--- config.mk ---
export PLATFORM = sky130hd
export DESIGN_NAME = ps2_key_event_fsm
export DESIGN_NICKNAME = d
export VERILOG_FILES = /design/src/rtl/ps2_pkg.sv /design/src/rtl/ps2_event_fifo.sv /design/src/rtl/ps2_key_event_fsm.sv
export SDC_FILE = /design/constraint.sdc
export NUM_CORES = 1
export LEC_CHECK = 0
export ABC_AREA = 1
export BUFFER_PORTS_ARGS = -buffer_cell sky130_fd_sc_hd__buf_2
export CAP_MARGIN = 40
export CORE_UTILIZATION = 60
export CTS_CLUSTER_DIAMETER = 150
export DETAILED_ROUTE_END_ITERATION = 12
export GPL_TIMING_DRIVEN = 0
export PLACE_DENSITY = 0.88
export SLEW_MARGIN = 10
export SYNTH_ARGS = -nofsm -noshare
export SYNTH_HDL_FRONTEND = slang
export SYNTH_SLANG_ARGS = --single-unit
--- constraint.sdc ---
create_clock -name clk -period 7.4 [get_ports clk]
set_input_delay 0.74 -clock clk [delete_from_list [all_inputs] [get_ports clk]]
set_output_delay 0.74 -clock clk [all_outputs]
set_load 0.1 [all_outputs]
--- src/rtl/ps2_pkg.sv ---
// Shared scan-code constants, parser state encoding and key event payload
// for the PS/2 key event decoder.
package ps2_pkg;

  localparam logic [7:0] SC_EXT   = 8'hE0;
  localparam logic [7:0] SC_BRK   = 8'hF0;
  localparam logic [7:0] SC_PAUSE = 8'hE1;

  // Pause sends E1 followed by seven more bytes that carry no key state.
  localparam int unsigned PAUSE_SKIP = 7;
  localparam int unsigned SKIP_W     = 3;

  typedef enum logic [1:0] {
    ST_IDLE    = 2'd0,
    ST_EXT     = 2'd1,
    ST_BRK     = 2'd2,
    ST_EXT_BRK = 2'd3
  } parse_state_t;

  typedef struct packed {
    logic [7:0] code;
    logic       ext;
    logic       brk;
  } key_event_t;

endpackage

--- src/rtl/ps2_event_fifo.sv ---
// First-word-fall-through FIFO of key events. The head entry is kept in its
// own register so every output is a flop.
module ps2_event_fifo
  import ps2_pkg::*;
#(
  parameter int unsigned FIFO_DEPTH = 8
) (
  input  logic       clk,
  input  logic       rst_n,
  input  logic       push,
  input  key_event_t push_data,
  input  logic       pop,
  output key_event_t head,
  output logic       valid,
  output logic       full
);

  localparam int unsigned AW = (FIFO_DEPTH > 1) ? $clog2(FIFO_DEPTH) : 1;
  localparam int unsigned CW = AW + 1;

  key_event_t    mem [FIFO_DEPTH];
  logic [AW-1:0] wr_ptr;
  logic [AW-1:0] rd_ptr;
  logic [AW-1:0] rd_nxt;
  logic [CW-1:0] count;
  logic [CW-1:0] cnt_nxt;
  logic          push_ok;
  logic          pop_ok;

  // Qualified handshakes and next occupancy / read pointer.
  always_comb begin
    push_ok = push & ~full;
    pop_ok  = pop & valid;
    cnt_nxt = count + CW'(push_ok) - CW'(pop_ok);
    rd_nxt  = pop_ok ? rd_ptr + AW'(1) : rd_ptr;
  end

  // Storage array; contents need no reset because the head register masks it.
  always_ff @(posedge clk) begin
    if (push_ok) begin
      mem[wr_ptr] <= push_data;
    end
  end

  // Pointers, occupancy flags and the fall-through head register.
  always_ff @(posedge clk or negedge rst_n) begin
    if (!rst_n) begin
      wr_ptr <= '0;
      rd_ptr <= '0;
      count  <= '0;
      valid  <= 1'b0;
      full   <= 1'b0;
      head   <= '0;
    end else begin
      if (push_ok) begin
        wr_ptr <= wr_ptr + AW'(1);
      end
      rd_ptr <= rd_nxt;
      count  <= cnt_nxt;
      valid  <= (cnt_nxt != '0);
      full   <= (cnt_nxt == CW'(FIFO_DEPTH));
      if (push_ok && ((count == '0) || (pop_ok && (count == CW'(1))))) begin
        head <= push_data;
      end else if (pop_ok) begin
        head <= mem[rd_nxt];
      end
    end
  end

endmodule

--- src/rtl/ps2_key_event_fsm.sv ---
// PS/2 scan-code decoder: pops bytes from ps2_keyboard, strips E0/F0/E1
// prefixes, tracks held keys, counts presses and queues key events.
// Build option: PS2_TYPEMATIC_FILTER_EN drops typematic repeats of held keys
// entirely; without it repeats still emit a press event and update last_*.
module ps2_key_event_fsm
  import ps2_pkg::*;
#(
  parameter int unsigned FIFO_DEPTH = 8,
  parameter int unsigned HELD_SLOTS = 4,
  parameter int unsigned COUNT_W    = 8
) (
  input  logic                              clk,
  input  logic                              rst_n,
  input  logic [7:0]                        kb_data,
  input  logic                              kb_ready,
  input  logic                              kb_overflow,
  output logic                              kb_nextdata_n,
  output logic                              ev_valid,
  input  logic                              ev_ready,
  output logic [7:0]                        ev_code,
  output logic                              ev_ext,
  output logic                              ev_break,
  output logic [COUNT_W-1:0]                press_count,
  output logic [7:0]                        last_code,
  output logic                              last_ext,
  output logic [$clog2(HELD_SLOTS+1)-1:0]   held_count,
  input  logic                              err_clr,
  output logic                              proto_err,
  output logic                              held_ovf,
  output logic                              rx_ovf
);

  localparam int unsigned HC_W = $clog2(HELD_SLOTS + 1);

  parse_state_t          state;
  parse_state_t          state_nxt;
  logic [SKIP_W-1:0]     skip_cnt;
  logic [SKIP_W-1:0]     skip_nxt;
  logic                  consume_c;
  logic                  fifo_full;
  logic                  press_c;
  logic                  release_c;
  logic                  key_ext_c;
  logic                  proto_set_c;
  logic [8:0]            key_c;
  logic [HELD_SLOTS-1:0] held_vld;
  logic [8:0]            held_key [HELD_SLOTS];
  logic [HELD_SLOTS-1:0] match_oh;
  logic [HELD_SLOTS-1:0] free_oh;
  logic [HELD_SLOTS-1:0] ins_oh;
  logic [HELD_SLOTS-1:0] rel_oh;
  logic                  hit_c;
  logic                  new_press_c;
  logic                  push_c;
  logic                  last_upd_c;
  logic                  held_ovf_set_c;
  key_event_t            push_ev_c;
  key_event_t            head;

  // A byte is taken only while the pop strobe is idle and the queue has room.
  assign consume_c = kb_ready & kb_nextdata_n & ~fifo_full;

  // Parser state and pause-skip counter registers.
  always_ff @(posedge clk or negedge rst_n) begin
    if (!rst_n) begin
      state    <= ST_IDLE;
      skip_cnt <= '0;
    end else begin
      state    <= state_nxt;
      skip_cnt <= skip_nxt;
    end
  end

  // Prefix decoding: classify each consumed byte as prefix, press or release.
  always_comb begin
    state_nxt   = state;
    skip_nxt    = skip_cnt;
    press_c     = 1'b0;
    release_c   = 1'b0;
    key_ext_c   = 1'b0;
    proto_set_c = 1'b0;
    if (consume_c) begin
      if (skip_cnt != '0) begin
        skip_nxt = skip_cnt - SKIP_W'(1);
      end else begin
        unique case (state)
          ST_IDLE: begin
            if (kb_data == SC_PAUSE) begin
              skip_nxt = SKIP_W'(PAUSE_SKIP);
            end else if (kb_data == SC_EXT) begin
              state_nxt = ST_EXT;
            end else if (kb_data == SC_BRK) begin
              state_nxt = ST_BRK;
            end else begin
              press_c = 1'b1;
            end
          end
          ST_EXT: begin
            if (kb_data == SC_BRK) begin
              state_nxt = ST_EXT_BRK;
            end else if (kb_data == SC_EXT) begin
              proto_set_c = 1'b1;
            end else begin
              press_c   = 1'b1;
              key_ext_c = 1'b1;
              state_nxt = ST_IDLE;
            end
          end
          ST_BRK: begin
            if ((kb_data == SC_EXT) || (kb_data == SC_BRK)) begin
              proto_set_c = 1'b1;
            end else begin
              release_c = 1'b1;
              state_nxt = ST_IDLE;
            end
          end
          ST_EXT_BRK: begin
            if ((kb_data == SC_EXT) || (kb_data == SC_BRK)) begin
              proto_set_c = 1'b1;
            end else begin
              release_c = 1'b1;
              key_ext_c = 1'b1;
              state_nxt = ST_IDLE;
            end
          end
          default: state_nxt = ST_IDLE;
        endcase
      end
    end
  end

  // Held-table lookup: matching slot and lowest free slot, both one-hot.
  always_comb begin
    logic found;
    found    = 1'b0;
    key_c    = {key_ext_c, kb_data};
    match_oh = '0;
    free_oh  = '0;
    for (int i = 0; i < int'(HELD_SLOTS); i++) begin
      match_oh[i] = held_vld[i] && (held_key[i] == key_c);
      if (!held_vld[i] && !found) begin
        free_oh[i] = 1'b1;
        found      = 1'b1;
      end
    end
  end

  // Event generation and table update decisions for the decoded key.
  always_comb begin
    hit_c          = |match_oh;
    new_press_c    = press_c & ~hit_c;
    ins_oh         = new_press_c ? free_oh : '0;
    rel_oh         = release_c ? match_oh : '0;
    held_ovf_set_c = new_press_c & ~(|free_oh);
`ifdef PS2_TYPEMATIC_FILTER_EN
    push_c         = new_press_c | release_c;
    last_upd_c     = new_press_c;
`else
    push_c         = press_c | release_c;
    last_upd_c     = press_c;
`endif
    push_ev_c.code = kb_data;
    push_ev_c.ext  = key_ext_c;
    push_ev_c.brk  = release_c;
  end

  // Receiver pop strobe: low for exactly the cycle after a consume.
  always_ff @(posedge clk or negedge rst_n) begin
    if (!rst_n) begin
      kb_nextdata_n <= 1'b1;
    end else begin
      kb_nextdata_n <= ~consume_c;
    end
  end

  // Held-key table and its occupancy count.
  always_ff @(posedge clk or negedge rst_n) begin
    if (!rst_n) begin
      held_vld   <= '0;
      held_count <= '0;
      for (int i = 0; i < int'(HELD_SLOTS); i++) begin
        held_key[i] <= '0;
      end
    end else begin
      for (int i = 0; i < int'(HELD_SLOTS); i++) begin
        if (ins_oh[i]) begin
          held_vld[i] <= 1'b1;
          held_key[i] <= key_c;
        end else if (rel_oh[i]) begin
          held_vld[i] <= 1'b0;
        end
      end
      if (|ins_oh) begin
        held_count <= held_count + HC_W'(1);
      end else if (|rel_oh) begin
        held_count <= held_count - HC_W'(1);
      end
    end
  end

  // Press counter and most-recent-press registers.
  always_ff @(posedge clk or negedge rst_n) begin
    if (!rst_n) begin
      press_count <= '0;
      last_code   <= '0;
      last_ext    <= 1'b0;
    end else begin
      if (new_press_c) begin
        press_count <= press_count + COUNT_W'(1);
      end
      if (last_upd_c) begin
        last_code <= kb_data;
        last_ext  <= key_ext_c;
      end
    end
  end

  // Sticky error flags; a set in the same cycle as err_clr wins.
  always_ff @(posedge clk or negedge rst_n) begin
    if (!rst_n) begin
      proto_err <= 1'b0;
      held_ovf  <= 1'b0;
      rx_ovf    <= 1'b0;
    end else begin
      proto_err <= proto_set_c | (proto_err & ~err_clr);
      held_ovf  <= held_ovf_set_c | (held_ovf & ~err_clr);
      rx_ovf    <= kb_overflow | (rx_ovf & ~err_clr);
    end
  end

  ps2_event_fifo #(
    .FIFO_DEPTH (FIFO_DEPTH)
  ) u_fifo (
    .clk       (clk),
    .rst_n     (rst_n),
    .push      (push_c),
    .push_data (push_ev_c),
    .pop       (ev_ready),
    .head      (head),
    .valid     (ev_valid),
    .full      (fifo_full)
  );

  assign ev_code  = head.code;
  assign ev_ext   = head.ext;
  assign ev_break = head.brk;

endmodule

==> flow_metrics.py <==
metrics = {
    "setup_path": {
        "critical-path-max-stage-delay_ns": 0.49,
        "arrival_ns": 3.33,
        "crit_path_end_kind": "register",
        "critical_path_required_ns": 7.53,
        "timing.critical_path.mode_cell": "inv_1",
        "ff2ff_path_depth": 13,
        "worstSetupPathType": "input pin to register",
        "ff2ff_setup_slack_ns": 4.25,
        "start_kind": "input pin",
        "worstPathCellList": "buf_2 -> inv_1 -> nand2_1 -> nor2_2 -> o21ai_4 -> nand3_1 -> nand2_2 -> inv_1 -> or2_2 -> nor2_1 -> buf_4",
        "crit-reg2reg-launch": "skip_cnt[0]$_DFFE_PN0P_",
        "crit_fanout": 13,
        "regToRegEndpoint": "u_fifo.mem[0][4]$_DFFE_PP_",
        "cpMaxStageDelayCell": "nor2_1",
    },
    "logic_synthesis": {
        "synth_fp_nets": 829,
        "synth_top_area_cell": "edfxtp_1",
        "synth_cells": 803,
        "synth_top_area_share_pct": 30.4,
        "synthArstFlopShare_pct": 53.2,
        "synthesis.area_um2": 7890,
        "synth-edff-count": 80,
        "synthTopCellsByCount": "154 x nand2_1, 123 x nor2_1, 90 x dfrtp_1",
        "ys_types": 42,
        "synth_warnings": 0,
        "yosysMostFrequentCell": "nand2_1",
        "yosysSeqAreaShare_pct": 59.3,
        "synth_ff_type": "dfrtp_1",
        "synth_area_leaders": "edfxtp_1 30%, dfrtp_1 29%, nand2_1 7.3%, nor2_1 5.9%, o21ai_0 4.1%",
        "synth_seq_cells": 171,
        "syn_avg_cell_area_um2": 9.83,
    },
    "grt": {
        "grt_pass1_vias": 5841,
        "antenna_found_initial": 0,
        "grt_overflow": 0,
        "track_usage_pct": 29.0,
        "grt_start_max_net_pins": 58,
        "grt_pass1_wl_mm": 29.0,
    },
    "sta": {
        "fin_crit_ns": 3.20,
        "tightest_slew_ns": 0.927,
        "slew_headroom_pct": 38.0,
        "fmax_mhz": 312,
        "hold_viol_final": 0,
        "worst_clock_skew_ns": 0.00885,
        "setup_tns_ns": 0,
        "finalSetupViolCount": 0,
        "timing.hold.ws_ns": 0.264,
        "post-route-period-util_pct": 43.2,
        "slew_violations": 0,
        "rsz0062_at_grt": "false",
    },
    "clock_network": {
        "worst_skew_pair.late_latency_ns": 0.43,
        "cts_buffer_depth": 2,
        "cts.sink_count": 171,
        "post_cts_resized": 0,
        "cts_inserted_buffers": 17,
        "cts_htree_levels": 4,
        "holdBufCountCts": 0,
        "post_cts_buffers": 0,
        "clockRootBuffer": "clkbuf_16",
        "clkTransAtPathRegs_ns": 0.06,
        "cts_tree": "built",
    },
    "power_and_ir_drop": {
        "pwr-share-clk_pct": 26.4,
        "p_switching_mw": 1.57,
        "p_sw_share_pct": 42.5,
        "p_comb_share_pct": 38.3,
        "seqPwrFrac_pct": 35.3,
        "ir_worst_vdd_uv": 242,
        "leakage_nw": 3.96,
        "power_density_nw_per_um2": 407,
        "internal_power_mw": 2.12,
    },
    "layout": {
        "drive_gt1_share_pct": 16.3,
        "num_antenna_cells": 0,
        "syn2layout_area_growth_pct": 14.8,
        "final_nets": 902,
    },
    "floorplanning": {
        "die_area_um2": 13600,
        "num_rows": 41,
        "io_pins": 49,
        "fp.dieW_um": 117,
        "die_h_um": 117,
        "initial_utilization_pct": 62.0,
        "core_area_um2": 12700,
    },
    "route": {
        "drt-vias-per-instance": 5.70,
        "wl_per_cell_um": 17.2,
        "num_vias": 6053,
        "ant_nets": 0,
        "drc_errors": 0,
        "first_iter_violations": 621,
        "totalWireLength_mm": 18.3,
        "firstDrtPassIters": 5,
    },
    "run_status": {
        "status": "finished, final reports clean",
    },
    "placement": {
        "dp_hpwl_mm": 11.8,
        "port_buffers": 48,
        "routabilityCongestion": 0.812,
    },
    "flow_run": {
        "max-cap-violations": 0,
    },
    "min_path": {
        "hold_class": "input pin to async pin",
    },
}
critical path, delay by kind of cell:
kind | cells | cell delay [ns]
buf+inv | 4 | 0.74
simple gates | 6 | 1.56
compound gates | 1 | 0.29
kinds of logic (layout without fill, tap and decap cells):
| family | Yosys count | in the layout | synth area share, % |
|---|---|---|---|
| xor gates and xnor gates | 20 | 20 | 2.22 |
| buffers and inverters | 102 | 188 | 5.98 |
| AOI/OAI and AO/OA | 125 | 125 | 9.69 |
| DFF | 171 | 171 | 59.3 |
| adders and majority gates | 12 | 12 | 2.09 |
| and+or+nand+nor | 373 | 373 | 20.7 |
through the flow:
step                      cells  cell area (um^2)  util [%]  setup slack [ns]  total power [mW]
after floorplan             803              7890         -              4.47              2.38
after global routing       1061              9060      71.2              4.04              3.87
after CTS                  1060              9050      71.2              4.19              3.67
final                      1061              9060      71.2              4.20              3.69
after global placement     1023              8350      65.6              3.73              2.64
after detailed placement   1028              8410      66.1              3.78              2.69
placed cells by master (no fill, tap or decap), types with 5 or more instances in the layout:
master,count
buf_2,54
o211ai_1,11
dfrtp_1,90
nor2_1,123
ha_1,10
nand4_1,15
xor2_1,9
inv_1,65
xnor2_1,11
o21ai_0,64
bufinv_16,5
nand2_1,154
nor3_1,6
o21ai_1,13
clkbuf_16,17
edfxtp_1,80
buf_4,8
o21ai_2,23
clkbuf_1,17
nand3_1,53
a21oi_1,7
state kept, by name (all words and copies together) (netlist names), 2 cells and up:
signal,count
u_fifo.head,10
skip_cnt,3
held_vld,4
u_fifo.count,4
held_count,3
held_key,36
u_fifo.wr_ptr,3
u_fifo.rd_ptr,3
last_code,8
u_fifo.mem,80
press_count,8
state,2
worst max-delay path by stage:
stage,cells past startpoint,start,endpoint,slack (ns)
floorplan,11,u_fifo.valid$_DFF_PN0_,u_fifo.valid$_DFF_PN0_,4.47
global placement,10,kb_data[6],u_fifo.mem[2][7]$_DFFE_PP_,3.73
detailed placement,10,kb_data[4],u_fifo.mem[4][8]$_DFFE_PP_,3.78
CTS,10,kb_data[4],u_fifo.mem[4][3]$_DFFE_PP_,4.19
global route,13,skip_cnt[0]$_DFFE_PN0P_,u_fifo.mem[0][4]$_DFFE_PP_,4.04
finish,11,kb_data[4],u_fifo.mem[0][4]$_DFFE_PP_,4.20
layout make-up:
type	instances	area, um^2
flip-flops and latches	171	4680
clock inverters	14	218
well taps	172	215
multi-input cells	530	2740
fillers	853	3660
clock buffers	18	429
repair buffers	54	308
plain buffers	32	199
inverters	70	273
power groups by stage:
stage	clock (mW)	sequential [mW]	combinational [mW]
2_1_floorplan	0	1.76	0.618
3_3_place_gp	0	1.30	1.34
3_5_place_dp	0	1.31	1.38
4_1_cts	0.973	1.30	1.40
5_1_grt	1.02	1.32	1.53
6_report	0.974	1.30	1.41
per-layer routing:
metal / track usage [%] / part of all wire (%) / up-vias
li1: - / - / 2823
met1: 37.5 / 41 / 2856
met2: 45.6 / 48 / 325
met3: 6.90 / 8.3 / 49
met4: 15.5 / 3.3 / 0
met5: 0 / 0 / -
(Power assumes the default switching activity.)
